<file path="config.mk">
export PLATFORM = sky130hd
export DESIGN_NAME = mem_access_seq_flat
export DESIGN_NICKNAME = d
export VERILOG_FILES = /design/src/rtl/mem_access_seq_pkg.sv /design/src/rtl/mem_access_seq_if.sv /design/src/rtl/mem_access_seq_lane_rot.sv /design/src/rtl/mem_access_seq.sv /design/src/flat_wrapper.sv
export SDC_FILE = /design/constraint.sdc
export NUM_CORES = 1
export LEC_CHECK = 0
export BUFFER_PORTS_ARGS = -buffer_cell sky130_fd_sc_hd__buf_2
export CAP_MARGIN = 30
export CORE_UTILIZATION = 44
export DETAILED_ROUTE_END_ITERATION = 6
export HOLD_SLACK_MARGIN = 0.06
export MAX_ROUTING_LAYER = met4
export PLACE_DENSITY_LB_ADDON = 0.12
export RECOVER_POWER = 50
export SETUP_SLACK_MARGIN = 0.05
export SYNTH_ARGS = -nofsm -noshare
export SYNTH_HDL_FRONTEND = slang
export SYNTH_HIERARCHICAL = 1
export SYNTH_SLANG_ARGS = --single-unit
</file>
<file path="constraint.sdc">
create_clock -name clk -period 4.4 [get_ports clk]
set_input_delay 0.44 -clock clk [delete_from_list [all_inputs] [get_ports clk]]
set_output_delay 0.44 -clock clk [all_outputs]
set_load 0.01 [all_outputs]
</file>
<file path="src/rtl/mem_access_seq_pkg.sv">
// Shared definitions for the load/store sequencer.
// Holds the FSM state encoding, the request size codes, the byte-offset
// codes and the small helper functions used to derive lane masks and
// extend load results.
package mem_access_seq_pkg;

  // Sequencer states: one LO word access always, an HI word access only
  // when the request straddles a word boundary.
  typedef enum logic [1:0] {
    ST_IDLE = 2'd0,
    ST_LO   = 2'd1,
    ST_HI   = 2'd2,
    ST_DONE = 2'd3
  } state_t;

  // Request size codes; 2'b11 behaves exactly like a word.
  localparam logic [1:0] SIZE_BYTE     = 2'b00;
  localparam logic [1:0] SIZE_HALF     = 2'b01;
  localparam logic [1:0] SIZE_WORD     = 2'b10;
  localparam logic [1:0] SIZE_WORD_ALT = 2'b11;

  // Byte offset of the request inside its first word.
  localparam logic [1:0] OFF_0 = 2'b00;
  localparam logic [1:0] OFF_1 = 2'b01;
  localparam logic [1:0] OFF_2 = 2'b10;
  localparam logic [1:0] OFF_3 = 2'b11;

  // Byte mask of an aligned access of the given size (bit i = byte i).
  function automatic logic [3:0] size_mask(input logic [1:0] size);
    logic [3:0] mask;
    case (size)
      SIZE_BYTE: mask = 4'b0001;
      SIZE_HALF: mask = 4'b0011;
      default:   mask = 4'b1111;
    endcase
    return mask;
  endfunction

  // Lanes touched across two consecutive words: bits [3:0] are the LO word
  // lanes, bits [7:4] the HI word lanes. Any HI bit means a crossing access.
  function automatic logic [7:0] lane_span(input logic [3:0] mask, input logic [1:0] off);
    return {4'b0000, mask} << off;
  endfunction

  // Sign- or zero-extend an LSB-justified load result to 32 bits.
  function automatic logic [31:0] load_extend(input logic [31:0] data,
                                              input logic [1:0]  size,
                                              input logic        uns);
    logic [31:0] res;
    case (size)
      SIZE_BYTE: res = {{24{~uns & data[7]}}, data[7:0]};
      SIZE_HALF: res = {{16{~uns & data[15]}}, data[15:0]};
      default:   res = data;
    endcase
    return res;
  endfunction

endpackage

</file>
<file path="src/rtl/mem_access_seq_if.sv">
// Bus bundle between the core, the sequencer and the four byte banks.
//   req_*  : core load/store request (valid/ready handshake)
//   rsp_*  : one-cycle completion pulse with load data
//   mem_*  : shared word address, read strobe, per-bank write enables,
//            lane-arranged write data, lane offset, bank read data
// Modport slave is the sequencer; master is the environment (core plus
// the bank array, which returns mem_rdata).
interface mem_access_seq_if;
  logic        req_valid;
  logic        req_ready;
  logic        req_we;
  logic [1:0]  req_size;
  logic        req_unsigned;
  logic [31:0] req_addr;
  logic [31:0] req_wdata;
  logic        rsp_valid;
  logic [31:0] rsp_rdata;
  logic [29:0] mem_addr;
  logic        mem_re;
  logic [3:0]  mem_be;
  logic [31:0] mem_wdata;
  logic [1:0]  mem_lane_off;
  logic [31:0] mem_rdata;

  modport slave (
    input  req_valid, req_we, req_size, req_unsigned, req_addr, req_wdata,
    output req_ready,
    output rsp_valid, rsp_rdata,
    output mem_addr, mem_re, mem_be, mem_wdata, mem_lane_off,
    input  mem_rdata
  );

  modport master (
    output req_valid, req_we, req_size, req_unsigned, req_addr, req_wdata,
    input  req_ready,
    input  rsp_valid, rsp_rdata,
    input  mem_addr, mem_re, mem_be, mem_wdata, mem_lane_off,
    output mem_rdata
  );
endinterface

</file>
<file path="src/rtl/mem_access_seq_lane_rot.sv">
// mem_lane_rot: combinational byte-lane rotator.
//   din  : 32-bit input word
//   off  : rotate amount in bytes
//   dout : rotated word
// LEFT=1 moves byte i to lane (i+off) mod 4 (store path);
// LEFT=0 moves lane (i+off) mod 4 to byte i (load path).
module mem_lane_rot #(
  parameter bit LEFT = 1'b1
) (
  input  logic [31:0] din,
  input  logic [1:0]  off,
  output logic [31:0] dout
);

  logic [1:0] sel;

  // A left rotation by off is a right rotation by (4 - off) mod 4.
  assign sel = LEFT ? (2'b00 - off) : off;

  for (genvar i = 0; i < 4; i++) begin : g_lane
    logic [1:0] src;
    assign src = 2'(i) + sel;
    assign dout[8*i +: 8] = din[{src, 3'b000} +: 8];
  end

endmodule

</file>
<file path="src/rtl/mem_access_seq.sv">
// mem_access_seq: sequences byte/half/word loads and stores of any
// alignment onto four byte-wide banks sharing one word address.
//   clk, rst : rising-edge clock, synchronous active-high reset
//   bus      : request, response and bank signals (slave modport)
// A request occupies LO (first word), optionally HI (next word, when it
// straddles a boundary), then DONE, which pulses rsp_valid.
module mem_access_seq
  import mem_access_seq_pkg::*;
(
  input  logic              clk,
  input  logic              rst,
  mem_access_seq_if.slave   bus
);

  state_t      state_r;
  state_t      state_nxt_s;

  logic        we_r;
  logic [1:0]  size_r;
  logic        uns_r;
  logic [1:0]  off_r;
  logic [29:0] word_r;
  logic [31:0] wdata_r;
  logic [31:0] cap_r;

  logic        accept_s;
  logic [7:0]  span_s;
  logic        cross_s;
  logic [31:0] st_lanes_s;
  logic [31:0] merged_s;
  logic [31:0] ld_aligned_s;

  assign accept_s = bus.req_valid && (state_r == ST_IDLE);
  assign span_s   = lane_span(size_mask(size_r), off_r);
  assign cross_s  = |span_s[7:4];

  // State register.
  always_ff @(posedge clk) begin
    if (rst) begin
      state_r <= ST_IDLE;
    end else begin
      state_r <= state_nxt_s;
    end
  end

  // Request fields are captured only on the accepting edge.
  always_ff @(posedge clk) begin
    if (rst) begin
      we_r    <= 1'b0;
      size_r  <= SIZE_BYTE;
      uns_r   <= 1'b0;
      off_r   <= OFF_0;
      word_r  <= 30'h0;
      wdata_r <= 32'h0;
    end else if (accept_s) begin
      we_r    <= bus.req_we;
      size_r  <= bus.req_size;
      uns_r   <= bus.req_unsigned;
      off_r   <= bus.req_addr[1:0];
      word_r  <= bus.req_addr[31:2];
      wdata_r <= bus.req_wdata;
    end
  end

  // The LO word's read data is on mem_rdata during HI; hold it for DONE.
  always_ff @(posedge clk) begin
    if (rst) begin
      cap_r <= 32'h0;
    end else if (state_r == ST_HI) begin
      cap_r <= bus.mem_rdata;
    end
  end

  // Next-state logic.
  always_comb begin
    state_nxt_s = ST_IDLE;
    case (state_r)
      ST_IDLE: begin
        if (bus.req_valid) begin
          state_nxt_s = ST_LO;
        end else begin
          state_nxt_s = ST_IDLE;
        end
      end
      ST_LO: begin
        if (cross_s) begin
          state_nxt_s = ST_HI;
        end else begin
          state_nxt_s = ST_DONE;
        end
      end
      ST_HI:   state_nxt_s = ST_DONE;
      ST_DONE: state_nxt_s = ST_IDLE;
      default: state_nxt_s = ST_IDLE;
    endcase
  end

  mem_lane_rot #(.LEFT(1'b1)) u_rot_store (
    .din  (wdata_r),
    .off  (off_r),
    .dout (st_lanes_s)
  );

  // In DONE of a crossing load, the LO-word lanes come from the captured
  // copy and the HI-word lanes from the live bank data.
  for (genvar j = 0; j < 4; j++) begin : g_merge
    assign merged_s[8*j +: 8] = (cross_s && span_s[j]) ? cap_r[8*j +: 8]
                                                        : bus.mem_rdata[8*j +: 8];
  end

  mem_lane_rot #(.LEFT(1'b0)) u_rot_load (
    .din  (merged_s),
    .off  (off_r),
    .dout (ld_aligned_s)
  );

  // Outputs decoded from the current state and the captured request.
  always_comb begin
    bus.req_ready    = 1'b0;
    bus.rsp_valid    = 1'b0;
    bus.rsp_rdata    = 32'h0;
    bus.mem_addr     = 30'h0;
    bus.mem_re       = 1'b0;
    bus.mem_be       = 4'h0;
    bus.mem_wdata    = 32'h0;
    bus.mem_lane_off = OFF_0;
    case (state_r)
      ST_IDLE: begin
        bus.req_ready = 1'b1;
      end
      ST_LO: begin
        bus.mem_addr     = word_r;
        bus.mem_lane_off = off_r;
        if (we_r) begin
          bus.mem_be    = span_s[3:0];
          bus.mem_wdata = st_lanes_s;
        end else begin
          bus.mem_re    = 1'b1;
        end
      end
      ST_HI: begin
        bus.mem_addr     = word_r + 30'd1;
        bus.mem_lane_off = off_r;
        if (we_r) begin
          bus.mem_be    = span_s[7:4];
          bus.mem_wdata = st_lanes_s;
        end else begin
          bus.mem_re    = 1'b1;
        end
      end
      ST_DONE: begin
        bus.rsp_valid = 1'b1;
        if (we_r) begin
          bus.rsp_rdata = 32'h0;
        end else begin
          bus.rsp_rdata = load_extend(ld_aligned_s, size_r, uns_r);
        end
      end
      default: begin
        bus.req_ready = 1'b0;
      end
    endcase
  end

endmodule

</file>
<file path="src/flat_wrapper.sv">
// flat-port wrapper written by rule: the top's interface ports become plain ports
module mem_access_seq_flat import mem_access_seq_pkg::*;
  (clk, rst, bus_req_valid, bus_req_we, bus_req_size, bus_req_unsigned, bus_req_addr, bus_req_wdata, bus_req_ready, bus_rsp_valid, bus_rsp_rdata, bus_mem_addr, bus_mem_re, bus_mem_be, bus_mem_wdata, bus_mem_lane_off, bus_mem_rdata);
  mem_access_seq_if bus_i ();
  input  logic clk;
  input  logic rst;
  input wire logic [$bits(bus_i.req_valid)-1:0] bus_req_valid;
  input wire logic [$bits(bus_i.req_we)-1:0] bus_req_we;
  input wire logic [$bits(bus_i.req_size)-1:0] bus_req_size;
  input wire logic [$bits(bus_i.req_unsigned)-1:0] bus_req_unsigned;
  input wire logic [$bits(bus_i.req_addr)-1:0] bus_req_addr;
  input wire logic [$bits(bus_i.req_wdata)-1:0] bus_req_wdata;
  output wire logic [$bits(bus_i.req_ready)-1:0] bus_req_ready;
  output wire logic [$bits(bus_i.rsp_valid)-1:0] bus_rsp_valid;
  output wire logic [$bits(bus_i.rsp_rdata)-1:0] bus_rsp_rdata;
  output wire logic [$bits(bus_i.mem_addr)-1:0] bus_mem_addr;
  output wire logic [$bits(bus_i.mem_re)-1:0] bus_mem_re;
  output wire logic [$bits(bus_i.mem_be)-1:0] bus_mem_be;
  output wire logic [$bits(bus_i.mem_wdata)-1:0] bus_mem_wdata;
  output wire logic [$bits(bus_i.mem_lane_off)-1:0] bus_mem_lane_off;
  input wire logic [$bits(bus_i.mem_rdata)-1:0] bus_mem_rdata;
  assign bus_i.req_valid = bus_req_valid;
  assign bus_i.req_we = bus_req_we;
  assign bus_i.req_size = bus_req_size;
  assign bus_i.req_unsigned = bus_req_unsigned;
  assign bus_i.req_addr = bus_req_addr;
  assign bus_i.req_wdata = bus_req_wdata;
  assign bus_req_ready = bus_i.req_ready;
  assign bus_rsp_valid = bus_i.rsp_valid;
  assign bus_rsp_rdata = bus_i.rsp_rdata;
  assign bus_mem_addr = bus_i.mem_addr;
  assign bus_mem_re = bus_i.mem_re;
  assign bus_mem_be = bus_i.mem_be;
  assign bus_mem_wdata = bus_i.mem_wdata;
  assign bus_mem_lane_off = bus_i.mem_lane_off;
  assign bus_i.mem_rdata = bus_mem_rdata;
  mem_access_seq u_core (.clk(clk), .rst(rst), .bus(bus_i));
endmodule
</file>
Yosys cells after proc, flatten, opt, wreduce, memory -nomap -nowiden
Index checks and enable logic that the tools add are counted.
{"block": "word_totals", "regBits": 102, "latchBits": 0, "ram_bits": 0, "romBits": 0, "inputBits": 103, "out_inout_bits": 103, "wordCells": 63, "memories": 0}
{"block": "op_classes", "add_sub_neg": 8, "multipliers": 0, "n_div": 0, "order_cmp": 0, "n_eq_ne": 4, "shift": 9, "muxes": 22, "n_bitwise": 3, "reduce_logical": 9}
{"op": "$shiftx A32 B6 Y8", "count": 8}
{"op": "$mux W32", "count": 4}
{"op": "$pmux W32 S2", "count": 1}
{"op": "$pmux W30 S2", "count": 1}
{"op": "$mux W8", "count": 4}
{"op": "$add A30 B1 Y30 const B", "count": 1}
{"op": "$pmux W4 S2", "count": 2}
{"op": "$add A2 B2 Y2 const A", "count": 4}
{"op": "$mux W4", "count": 2}
{"op": "$pmux W2 S4", "count": 1}
{"op": "$shl A4 B2 Y8", "count": 1}
{"op": "$mux W1", "count": 6}
{"op": "$logic_and A1 B1 Y1", "count": 5}
{"op": "$add A1 B2 Y2 const A", "count": 2}
{"op": "$eq A2 B1 Y1 const B", "count": 2}
{"op": "$eq A2 B2 Y1 const B", "count": 2}
{"op": "$logic_not A2 Y1", "count": 2}
{"op": "$reduce_or A4 Y1", "count": 1}
{"op": "$and A1 B1 Y1", "count": 2}
{"op": "$mux W2", "count": 1}
{"op": "$reduce_or A2 Y1", "count": 1}
{"op": "$sub A1 B2 Y2 const A", "count": 1}
{"op": "$not A1 Y1", "count": 1}

Depth between registers and ports, before layout
{"block": "logic_depth", "ltp_word": 11, "depth_mapped": 10, "ltp_nobuf": 8}

Hierarchy
The synthesis kept the hierarchy.
{"module": "mem_access_seq", "n_inst": 1, "cells_per_inst": 727, "area_each_um2": 5265.0, "seq_area_each_um2": 1881.8}
{"module": "mem_lane_rot (u_core.u_rot_load)", "n_inst": 1, "cells_per_inst": 40, "area_each_um2": 835.8, "seq_area_each_um2": 0.0}
{"module": "mem_lane_rot (u_core.u_rot_store)", "n_inst": 1, "cells_per_inst": 40, "area_each_um2": 828.3, "seq_area_each_um2": 0.0}

Least setup slack after synthesis
OpenSTA, ideal clock, no wires.
{"block": "synth_timing", "path_type": "reg-to-output", "startpoint": "register u_core.off_r[0]", "endpoint": "output port bus_rsp_rdata[21]", "arrival_ns": 2.826, "required_time_ns": 3.960, "path_slack_ns": 1.134, "stages_incl_launch_ff": 11, "path_buffers": 2, "path_cell_list": "dfxtp_1 -> clkbuf_1 -> a21o_1 -> a22oi_2 -> mux2_2 -> mux4_2 -> mux2i_1 -> nor2_1 -> o21ai_1 -> clkbuf_1 -> a21oi_1"}
{"block": "synth_between", "elab_chain_len": 9, "elab_cells_between_ends": 20, "cone_classes": "add/sub (2); shift (4); mux (7); bitwise (2); reduce/logical (5)"}
{"item": "start: declaration", "line_no": "mem_access_seq.sv:21", "text": "logic [1:0] off_r;"}
{"item": "start signal: assignment", "line_no": "mem_access_seq.sv:59", "text": "off_r <= bus.req_addr[1:0];"}
{"item": "$shl A4 B2 Y8 (*)", "line_no": "mem_access_seq_pkg.sv:42", "text": "return {4'b0000, mask} << off;"}
{"item": "$reduce_or A4 Y1", "line_no": "mem_access_seq.sv:35", "text": "assign cross_s = |span_s[7:4];"}
{"item": "$logic_and A1 B1 Y1 (*)", "line_no": "mem_access_seq.sv:107", "text": "assign merged_s[8*j +: 8] = (cross_s && span_s[j]) ? cap_r[8*j +: 8]"}
{"item": "$mux W8 (*)", "line_no": "mem_access_seq.sv:107"}
{"item": "via u_core.merged_s[31]", "line_no": "mem_access_seq.sv:30", "text": "logic [31:0] merged_s;"}
{"item": "$shiftx A32 B6 Y8 (*)", "line_no": "mem_access_seq_lane_rot.sv:23", "text": "assign dout[8*i +: 8] = din[{src, 3'b000} +: 8];"}
{"item": "via u_core.ld_aligned_s[7]", "line_no": "mem_access_seq.sv:31", "text": "logic [31:0] ld_aligned_s;"}
{"item": "$and A1 B1 Y1 (*)", "line_no": "mem_access_seq_pkg.sv:51", "text": "SIZE_BYTE: res = {{24{~uns & data[7]}}, data[7:0]};"}
{"item": "$pmux W32 S2 (*)", "line_no": "mem_access_seq_pkg.sv:50", "text": "case (size)"}
{"item": "$mux W32 (*)", "line_no": "mem_access_seq.sv:153", "text": "if (we_r) begin"}
{"item": "$mux W32 (*)", "line_no": "mem_access_seq.sv:127", "text": "case (state_r)"}
{"item": "end: declaration", "line_no": "flat_wrapper.sv:15", "text": "output wire logic [$bits(bus_i.rsp_rdata)-1:0] bus_rsp_rdata;"}
Mark *: on every way through the listed nets, which the timed path passes. The rest lies on a longest branch.

Final worst setup path
{"block": "layout_timing", "startpoint": "register u_core.off_r[0]", "endpoint": "output port bus_rsp_rdata[18]"}
The elaborated chain is that of the path after synthesis.

==> impl_metrics.env <==
export IMPL_status="complete, but fails checks"
export IMPL_violations="max-capacitance violations, max-slew violations"
export IMPL_slew_headroom=-0.0908
export IMPL_antenna_found_initial=3
export IMPL_setup_ws_ps=741
export IMPL_area_delta_synth_final_pct=18.3
export IMPL_wire_per_inst_um=16.7
export IMPL_post_cts_resized=0
export IMPL_maxCapViolCount=1
export IMPL_grt_ovfl_total=0
export IMPL_clk_insertion_delay_late_ps=360
export IMPL_ys_seq_area_frac=0.272
export IMPL_grt_pass1_vias=5819
export IMPL_min_period_ps=3660
export IMPL_fmax_ghz=0.273
export IMPL_r2r_start="u_core/state_r[0]$_SDFF_PP0_"
export IMPL_routed_wl_um=19500
export IMPL_m1WireLength_um=8880
export IMPL_crit_buf_inv=2
export IMPL_cpMaxStageDelayCell="dfxtp_4"
export IMPL_worstSetupStartpointType="flip-flop"
export IMPL_drt_initial_drc_count=515
export IMPL_hold_end="u_core/size_r[0]$_SDFFE_PP0P_"
export IMPL_fin_nets=1059
export IMPL_clockRootBuffer="clkbuf_16"
export IMPL_crit_family="multiplexers"
export IMPL_critPathMaxFanout=37
export IMPL_syn_area_um2=6930
export IMPL_r2r_end="u_core/wdata_r[15]$_SDFFE_PP0P_"
export IMPL_max_stage_delay_ps=700
export IMPL_port_buffers=205
export IMPL_antenna_left=0
export IMPL_cts_tree="yes"
export IMPL_setup_tns_ps=0
export IMPL_synth_compound_area_frac=0.140
export IMPL_core_area_um2=15300
export IMPL_synth_area_per_cell_um2=8.59
export IMPL_synth_warnings=6
export IMPL_rsz0062_at_grt="no"
export IMPL_hp_start="bus_req_size[0]"
export IMPL_synth_edf_count=0
export IMPL_die_height_um=127
export IMPL_clk_pin_slew_ps=70
export IMPL_placed_area_um2=7850
export IMPL_synthAdderAreaFrac=0.00903
export IMPL_cp_end_kind="primary output"
export IMPL_grt_total_usage=0.250
export IMPL_first_pass_iters=4
export IMPL_drc=0
export IMPL_cp_data_arrival_time_ps=3220
export IMPL_io_pins=206
export IMPL_powerDensity_nw_per_um2=320
export IMPL_synthSimpleGateAreaFrac=0.210
export IMPL_htreeDepth=3
export IMPL_cts_hold_repair_buffers=0
export IMPL_synth_seq_cells=94
export IMPL_cts_made_buffers=9
export IMPL_grt_pass1_wl_um=30900
export IMPL_path_cells="xor2_1, nand2_1, mux2_2, mux4_2, mux2i_1, nor2_1, o21ai_1, buf_4, a21oi_1, buf_2"
export IMPL_place_congestion=0.846
export IMPL_whs_path_depth=3
export IMPL_design_area_um2=8190
export IMPL_peakVddDrop_uv=186
export IMPL_required_ps=3960
export IMPL_leakagePower_nw=3.47
export IMPL_rows=45
export IMPL_yosys_most_used_dff="dfxtp_1"
export IMPL_finalCritPeriodShare=0.832
export IMPL_ys_types=51
export IMPL_viasPerCell=5.65
export IMPL_met3WireLength_um=890
export IMPL_async_flop_share=0
export IMPL_vias=6615
export IMPL_grt_start_max_net_pins=95
export IMPL_drive_gt1_frac=0.337
export IMPL_worstMarginPinSlew_ps=1640
export IMPL_syn_inst=807
export IMPL_die_w_um=127
export IMPL_wl_met2_um=9440
export IMPL_rrSetupSlack_ps=1250
export IMPL_final_setup_skew_ps=6.00
export IMPL_hold_viol_final=0
export IMPL_top_layer="met4"
export IMPL_synthesis_nets=915
export IMPL_die_area_um2=16300
export IMPL_pre_cts_ws_ps=1140
export IMPL_dp_final_hpwl_um=13900
export IMPL_cts_setup_buffers=0
export IMPL_muxShareOfSynthArea=0.286
export IMPL_final_max_slew_viol_count=32
export IMPL_cts_sinks=94
export IMPL_synth_xor_area_share=0.00126
export IMPL_reg2reg_depth=6
export IMPL_start_util=0.454
export IMPL_setup_viol=0
export IMPL_hold_path_class="primary input to flip-flop"
export IMPL_setup_worst_path_start="u_core/off_r[0]$_SDFFE_PP0P_"
export IMPL_critical_path_class="flip-flop to primary output"
export IMPL_synth_top_family_by_area="multiplexers"
export IMPL_clockBufferDepth=2
==> routing by layer <==
metal / global-route usage / vias up
li1: - / 3207
met1: 0.325 / 3195
met2: 0.392 / 193
met3: 0.0406 / 20
met4: 0.0903 / 0
met5: - / -
==> how the worst max path moves through the flow <==
stage,slack [ps],end,cells past startpoint
floorplan,1130,bus_rsp_rdata[21],10
global placement,1180,bus_rsp_rdata[18],10
detailed placement,1140,bus_rsp_rdata[18],10
CTS,730,bus_rsp_rdata[18],10
global route,480,bus_rsp_rdata[18],9
finish,740,bus_rsp_rdata[18],10
==> cells in the mapped netlist, types with 12 or more instances <==
cell type | n | area share
mux2i_1 | 25 | 0.036
o21ai_0 | 30 | 0.022
clkbuf_1 | 53 | 0.029
mux4_2 | 58 | 0.19
nand4_1 | 12 | 0.011
and3_1 | 35 | 0.032
inv_1 | 27 | 0.015
dfxtp_1 | 94 | 0.27
nor2_1 | 43 | 0.023
nand3_1 | 13 | 0.0094
nand2_1 | 162 | 0.088
a21oi_1 | 106 | 0.077
mux2_2 | 24 | 0.039
and2_1 | 12 | 0.011
==> cell families after synthesis <==
kind of cell | count (synthesis)
flip-flops | 94
adder cells (fa/ha/maj) | 5
AO/OA/AOI/OAI | 174
multiplexers | 113
buffers and inverters | 111
XOR/XNOR | 1
AND/OR/NAND/NOR | 309
==> placed cells by master, fill, tap and decap left out, drive strengths merged, types with 5 or more instances in the layout <==
cell type and instances:
buf 211, nand2 164, a21oi 106, dfxtp 94, mux4 64, nor2 43
and3 35, o21ai 31, inv 30, mux2i 25, mux2 24, clkbuf 16
nand3 14, nand4 12, and2 12, a31oi 10, or4 8, o211ai 8
nor3 6, ha 5
==> sequential cells by signal, indices dropped and copies added, names as in the netlist <==
name and cells:
u_core/wdata_r 32, u_core/word_r 30, u_core/cap_r 24, u_core/off_r 2, u_core/size_r 2, u_core/state_r 2, u_core/uns_r 1, u_core/we_r 1
==> stage by stage <==
stage | hold slack [ps] | utilization | std cells | total power, mW
floorplan | 445 | - | 807 | 1.61
global placement | 464 | 0.514 | 1150 | 1.79
detailed placement | 469 | 0.514 | 1150 | 1.80
CTS | 300 | 0.536 | 1166 | 2.66
global route | 312 | 0.537 | 1170 | 2.78
finish | 316 | 0.537 | 1170 | 2.62
==> cell type report <==
| type | instances | area (um2) |
|---|---|---|
| Fill cell | 1480 | 7060 |
| Multi-Input combinational cell | 602 | 4480 |
| Sequential cell | 94 | 1890 |
| Timing Repair Buffer | 217 | 1130 |
| Tap cell | 211 | 264 |
| Clock buffer | 10 | 250 |
| Inverter | 27 | 101 |
| Clock inverter | 6 | 72.6 |
| Antenna cell | 3 | 7.51 |
==> report_power, final <==
group / leakage, nW / switching (mW) / internal [mW]
Clock: 0.155 / 0.363 / 0.482
Combinational: 2.54 / 0.404 / 0.329
Sequential: 0.771 / 0.112 / 0.933
Total: 3.47 / 0.879 / 1.74
==> worst register-to-register path, stage by stage, from the launching register on <==
cell and delay, ps:
dfxtp_1 330, inv_1 90, ha_1 270, and2_0 1260, clkbuf_2 830, nand2_1 170
a21oi_1 140
No activity file was read; power rests on OpenSTA's default activity.
